**config.mk**
```make
export PLATFORM = sky130hd
export DESIGN_NAME = if_fetch
export DESIGN_NICKNAME = d
export VERILOG_FILES = /design/src/rtl/if_fetch.sv
export SDC_FILE = /design/constraint.sdc
export NUM_CORES = 1
export LEC_CHECK = 0
export BUFFER_PORTS_ARGS = -buffer_cell sky130_fd_sc_hd__buf_4
export CAP_MARGIN = 25
export CORE_ASPECT_RATIO = 1.5
export CORE_UTILIZATION = 40
export DETAILED_ROUTE_END_ITERATION = 7
export SYNTH_ARGS = -nofsm -noshare
export SYNTH_HDL_FRONTEND = slang
export SYNTH_SLANG_ARGS = --single-unit
```
**constraint.sdc**
```tcl
create_clock -name clk -period 9 [get_ports clk]
set_input_delay 0.9 -clock clk [delete_from_list [all_inputs] [get_ports clk]]
set_output_delay 0.9 -clock clk [all_outputs]
set_load 0.005 [all_outputs]
```
**src/rtl/if_fetch.sv**
```systemverilog
// Instruction fetch: single-outstanding ibus master feeding a small instruction FIFO.
// Define IF_PERF_CNT_EN to add fetch_cnt_o / stall_cnt_o performance counters.
module if_fetch #(
  parameter logic [31:0] RESET_PC   = 32'h0000_0000,
  parameter int          FIFO_DEPTH = 2,
  parameter logic [31:0] NOP_INSTR  = 32'h0000_0013
) (
  input  logic        clk,
  input  logic        rst_n,
  input  logic        jump_en_i,
  input  logic [31:0] jump_addr_i,
  input  logic        hold_i,
  output logic        ibus_req_o,
  output logic [31:0] ibus_addr_o,
  input  logic        ibus_gnt_i,
  input  logic        ibus_rvalid_i,
  input  logic [31:0] ibus_rdata_i,
  output logic [31:0] instr_o,
  output logic [31:0] pc_o,
  output logic        instr_valid_o
`ifdef IF_PERF_CNT_EN
  ,
  output logic [31:0] fetch_cnt_o,
  output logic [31:0] stall_cnt_o
`endif
);

  localparam int PW = (FIFO_DEPTH > 1) ? $clog2(FIFO_DEPTH) : 1;
  localparam int CW = $clog2(FIFO_DEPTH + 1);

  typedef enum logic [1:0] {IDLE, REQ, WAIT} state_t;

  typedef struct packed {
    logic [31:0] instr;
    logic [31:0] pc;
  } entry_t;

  state_t          state;
  logic [31:0]     fetch_pc;
  logic [31:0]     last_pc;
  logic            discard;
  entry_t          mem [FIFO_DEPTH];
  entry_t          head;
  logic [PW-1:0]   wr_ptr, rd_ptr;
  logic [CW-1:0]   count, count_after;
  logic            empty, push, pop;

  assign empty       = (count == '0);
  assign head        = mem[rd_ptr];
  assign push        = (state == WAIT) && ibus_rvalid_i && !discard && !jump_en_i;
  assign pop         = !empty && !hold_i && !jump_en_i;
  assign count_after = count + CW'(push) - CW'(pop);

  assign ibus_req_o    = (state == REQ);
  assign ibus_addr_o   = fetch_pc;
  assign instr_valid_o = !empty;
  assign instr_o       = empty ? NOP_INSTR : head.instr;
  assign pc_o          = empty ? last_pc : head.pc;

  // fetch_pc already advanced at grant, so the returning word belongs to fetch_pc-4
  always_ff @(posedge clk) begin
    if (push) mem[wr_ptr] <= '{instr: ibus_rdata_i, pc: fetch_pc - 32'd4};
  end

  always_ff @(posedge clk or negedge rst_n) begin
    if (!rst_n) begin
      state    <= IDLE;
      fetch_pc <= RESET_PC;
      last_pc  <= '0;
      discard  <= 1'b0;
      wr_ptr   <= '0;
      rd_ptr   <= '0;
      count    <= '0;
    end else if (jump_en_i) begin
      fetch_pc <= jump_addr_i & ~32'h3;
      wr_ptr   <= '0;
      rd_ptr   <= '0;
      count    <= '0;
      case (state)
        IDLE: state <= REQ;
        REQ: if (ibus_gnt_i) begin
          state   <= WAIT;
          discard <= 1'b1;
        end
        WAIT: if (ibus_rvalid_i) begin
          // response coincides with the jump: drop it here, nothing left in flight
          state   <= REQ;
          discard <= 1'b0;
        end else begin
          discard <= 1'b1;
        end
        default: state <= IDLE;
      endcase
    end else begin
      if (pop) begin
        rd_ptr  <= rd_ptr + PW'(1);
        last_pc <= head.pc;
      end
      if (push) wr_ptr <= wr_ptr + PW'(1);
      count <= count_after;
      case (state)
        IDLE: if (count < CW'(FIFO_DEPTH)) state <= REQ;
        REQ: if (ibus_gnt_i) begin
          state    <= WAIT;
          fetch_pc <= fetch_pc + 32'd4;
        end
        WAIT: if (ibus_rvalid_i) begin
          discard <= 1'b0;
          state   <= (count_after < CW'(FIFO_DEPTH)) ? REQ : IDLE;
        end
        default: state <= IDLE;
      endcase
    end
  end

`ifdef IF_PERF_CNT_EN
  always_ff @(posedge clk or negedge rst_n) begin
    if (!rst_n) begin
      fetch_cnt_o <= '0;
      stall_cnt_o <= '0;
    end else begin
      if (push && fetch_cnt_o != 32'hFFFF_FFFF) fetch_cnt_o <= fetch_cnt_o + 32'd1;
      if (empty && !hold_i && stall_cnt_o != 32'hFFFF_FFFF) stall_cnt_o <= stall_cnt_o + 32'd1;
    end
  end
`endif

endmodule

```
==> Yosys cells after proc, flatten, opt, wreduce, memory -nomap -nowiden <==
Memory sizes are Yosys's and may differ from the RTL's.
Index checks and enable logic that the tools add are counted.
{ "op_classes": {"n_addsub": 6, "magnitude_cmp": 2, "eq_ne": 5, "muxes": 26, "n_bitwise": 1, "n_reduce_logical": 22} }
{ "op_table": {"columns": ["cell", "n"], "rows": [
  ["$mux W32", 5],
  ["$add A32 B3 Y32 const B", 1],
  ["$sub A32 B3 Y32 const B", 1],
  ["$reduce_bool A2 Y1", 7],
  ["$mux W1", 12],
  ["$mux W2", 6],
  ["$pmux W2 S3", 2],
  ["$reduce_and A2 Y1", 3],
  ["$logic_and A1 B1 Y1", 5],
  ["$logic_not A1 Y1", 4],
  ["$logic_not A2 Y1", 2],
  ["$lt A2 B2 Y1 const B", 2],
  ["$reduce_and A4 Y1", 1],
  ["$ne A3 B2 Y1 const B", 1],
  ["$ne A3 B3 Y1 const B", 1],
  ["$add A1 B1 Y1 const B", 2],
  ["$add A2 B1 Y2", 1],
  ["$eq A2 B1 Y1 const B", 1],
  ["$eq A2 B2 Y1 const B", 1],
  ["$ne A2 B2 Y1 const B", 1],
  ["$pmux W1 S2", 1],
  ["$sub A2 B1 Y2", 1],
  ["$not A1 Y1", 1]
]} }
{ "word_totals": {"reg_bits": 71, "mem_bits_rw": 128, "inputBits": 70, "out_inout_bits": 98, "n_memories": 1} }
{ "mem_list": {"columns": ["name", "depth", "word_bits", "rd", "rd_ports_with_merged_regs", "write_ports", "line", "text"], "rows": [
  ["mem", 2, 64, 1, 0, 1, "42", "entry_t mem [FIFO_DEPTH];"]
]} }

==> Logic depth before layout (Yosys ltp) <==
{ "logic_depth": {"ltp_word": 11, "depth_mapped": 11} }

==> Worst setup path after synthesis <==
OpenSTA, ideal clock, no wires.
{ "synth_path": {"path_kind": "in2reg", "startpoint": "input jump_en_i", "endpoint": "memory mem[0][10] (netlist bit), enable pin", "arrival_time_ns": 3.986, "slack_ns": 4.532, "stages": 4, "n_path_buf": 1, "path_cell_list": "inv_1 -> clkbuf_1 -> nand2_1 -> nor2_1"} }
{ "synth_between": {"elab_chain_len": 4} }
{ "synth_rtl": {"columns": ["element", "line", "text"], "rows": [
  ["from (decl)", "10", "input logic jump_en_i,"],
  ["$logic_not A1 Y1", "50", "assign push = (state == WAIT) && ibus_rvalid_i && !discard && !jump_en_i;"],
  ["$logic_and A1 B1 Y1", "50", null],
  ["$mux W1", "62", "if (push) mem[wr_ptr] <= '{instr: ibus_rdata_i, pc: fetch_pc - 32'd4};"],
  ["$mux W1 (implied by the code)", "62", null],
  ["to (decl)", "42", null]
]} }
Every way passes these cells.

==> Worst setup path after layout <==
{ "layout_path": {"startpoint": "register count[1]", "endpoint": "output pc_o[20]"} }
{ "layout_between": {"elab_chain_len": 2} }
{ "layout_rtl": {"columns": ["element", "line", "text"], "rows": [
  ["from (decl)", "45", "logic [CW-1:0] count, count_after;"],
  ["from (signal assigned)", "100", "count <= count_after;"],
  ["$logic_not A2 Y1", "48", "assign empty = (count == '0);"],
  ["$mux W32", "58", "assign pc_o = empty ? last_pc : head.pc;"],
  ["to (decl)", "19", "output logic [31:0] pc_o,"]
]} }
Every way passes these cells.

==> impl_metrics.csv <==
group,metric,value,unit
clock_tree,cts_buffer_depth,2,
critical_path,crit_arrival,2.27,ns
final_layout,area_delta_synth_final,22.85,%
global_route,grt_pass1_vias,5848,
placement,placed_cells,1132,
route,totalWireLength,18450,um
route,drc,0,
clock_tree,cts-resized-gates,0,
synthesis,synth.top_cell.area_share,42.81,%
synthesis,yosys_most_used_dff,"edfxtp_1",
final_layout,antenna_cells,0,
die,fp.dieH,182.6,um
synthesis,yosysSeqAreaShare,62.09,%
global_route,grt_use_total,17.32,%
synthesis,syn_area_per_cell,11.64,um^2
critical_path,critical-path-top-delay-family,"buffers and inverters",
die,core,21150,um^2
timing,max_freq,315.2,MHz
global_route,globalRouteOverflowTotal,0,
timing,hold_slack,0.5286,ns
timing,rsz0062_at_grt,"false",
critical_path,worst_ep_required_time,8.10,ns
pwr,ir_drop,0.1231,mV
critical_path,cp_num_buf_inv,4,
synthesis,ys_async_sr_fraction,35.08,%
timing,relSlewSlack,37.96,%
timing,setup-violations-final,0,
synthesis,synth_area_leaders,"edfxtp_1, dfrtp_1, mux2i_1",
hold_path,worstHoldPathType,"flop to flop",
timing,period_minus_slack,3.172,ns
placement,portBuffers,161,
pwr,p_leak,3.978,nW
synthesis,yosys.cell_count.top_type,"edfxtp_1",
synthesis,yosys_warnings,0,
synthesis,ys_seq_elements,191,
placement,dp_hpwl,12370,um
pwr,power,2.315,mW
route,drtAntennaViolNets,0,
clock_tree,cts_root_buf,"clkbuf_16",
timing,fin_crit_sh,35.25,%
route,drt-initial-drc-count,309,
clock_tree,cts_tree,"done",
route,vias,5889,
route,viasPerCell,5.055,
die,row_count,65,
synthesis,synth_cell_types,45,
timing,clock_skew,0.009257,ns
global_route,antenna_found_initial,0,
critical_path,max_stage_delay,0.50,ns
clock_tree,ctsHtreeMaxLevel,4,
die,dieWidth,122.4,um
synthesis,synth_common_cells,"edfxtp_1, nor2_1, dfrtp_1",
critical_path,slowest_stage,"buf_4",
synthesis,yosysTopAreaCell,"edfxtp_1",
final_layout,drive_gt1_share,23.86,%
timing,hold_viol,0,
timing,tns,0,ns
clock_tree,cts.sinks,191,
route,drt_pass1_iterations,4,
route,wl_per_cell,15.84,um
die,initial_utilization,41.13,%
final_layout,final_util,50.53,%
global_route,grt_pass1_wl,29570,um
critical_path,cp_cell_sequence,"nor2_2 > buf_4 > inv_2 > buf_4 > nor2_1 > a21oi_1 > buf_4",
timing,maxSlewViolCount,0,
final_layout,final_nets,962,
placement,placed_area,10110,um^2
final_layout,finish.instance_area,10680,um^2
run_status,status,"finished, final reports clean",
synthesis,synth_edf_count,124,
clock_tree,cts-buffers-inserted,17,
critical_path,cp-start-kind,"flop",
timing,tightest_slew,0.9306,ns
final_layout,final_cell_count_no_fill,1165,
critical_path,critPathKind,"flop to output port",
synthesis,netlist_area,8697,um^2
critical_path,crit_fanout,61,
critical_path,worstSetupPathDepth,7,
clock_tree,clkLatencyLatePin,0.43,ns
synthesis,syn-instance-count,747,
die,die_area,22350,um^2
critical_path,rr_worst_depth,6,
placement,place.gp.congestion,0.8051,
timing,worst_slack,5.828,ns
placement,dpl_worst_slack,6.031,ns
pwr,p_per_area,216.7,nW/um^2
clock_tree,clk_pin_slew,0.07,ns
clock_tree,postCtsHoldBufs,0,
critical_path,setup.worst_path.end_class,"output port",
critical_path,cp_common_cell,"buf_4",
die,pin_count,168,
hold_path,hold_path_depth,2,
global_route,grt_max_degree,68,
flow_run,drv_cap,0,
clock_tree,cts_setup_buffers,0,
sequential cells by signal, summed over array words and instances, names as in the netlist:
| name | count |
|---|---|
| wr_ptr | 1 |
| count | 2 |
| rd_ptr | 1 |
| mem | 124 |
| discard | 1 |
| state | 2 |
| last_pc | 30 |
| ibus_addr_o | 30 |
cell families (layout without fill, tap and decap cells):
logic type / Yosys count / after routing / share of synthesized area [%]
compound gates: 115 / 115 / 7.510
xor+xnor: 42 / 42 / 4.230
fa+ha+maj: 8 / 8 / 1.151
buf+inv: 72 / 219 / 3.496
flops: 191 / 191 / 62.09
mux: 63 / 63 / 7.251
other cells: 1 / 4 / 0.04312
simple gates: 255 / 255 / 14.23
layout by cell type (no fill, tap or decap), drive strengths merged, types with 2 or more instances in the layout:
master    synthesis  final
a31oi            13     13
clkinvlp          0      4
and3              4      4
nor3              7      7
edfxtp          124    124
nand2            36     36
o21ai            17     17
or2               2      2
nand4             8      8
clkinv            0      7
inv              18     19
nor4              9      9
nor2b             2      2
a21oi            64     64
buf              15    169
nand2b            3      3
xor2              6      6
or4              17     17
mux2i            63     63
nor2            123    123
o31a              3      3
or3               7      7
o211ai            3      3
ha                8      8
and2              2      2
conb              1      4
o31ai            10     10
dfrtp            67     67
nand3b            4      4
clkbuf           39     19
nand4b            4      4
nor4b             2      2
nand3            24     24
xnor2            36     36
report_power, final:
group          switching [mW]  internal (mW)  total (mW)
clock network           0.325          0.396       0.720
registers              0.0773           1.04        1.11
logic                   0.230          0.251       0.481
area by class of cell:
| type | count | area, um^2 |
|---|---|---|
| multi-input cells | 487 | 3020 |
| clock inverters | 13 | 115.1 |
| repair buffers | 169 | 1289 |
| flip-flops and latches | 191 | 5404 |
| well taps | 268 | 335.3 |
| clock buffers | 19 | 452.9 |
| inverters | 18 | 67.56 |
| fillers | 1940 | 10460 |
path summary, 6_finish.rpt:
check	start	endpoint	slack, ns
worst max-delay path	count[1]	pc_o[20]	5.83
max in group asynchronous	rst_n	rd_ptr	7.70
min in group asynchronous	rst_n	ibus_addr_o[8]	0.61
worst max register to register	state[1]	ibus_addr_o[26]	6.44
worst min register to register	last_pc[21]	last_pc[21]	0.53
worst min-delay path	last_pc[21]	last_pc[21]	0.53
metal layers:
layer	GRT usage [%]	vias up	part of all wire, %
li1	-	2951	-
met1	19.65	2802	41
met2	31.21	120	54
met3	3.625	16	4.1
met4	6.634	0	1.7
met5	0	-	0
worst min-delay path, delay by kind of cell, from the launching register on:
kind / cells / cell delay [ns]
DFF: 1 / 0.34
and+or+nand+nor: 1 / 0.05
AOI/OAI and AO/OA: 1 / 0.10
Note: power is estimated with default switching activity, not from simulation.
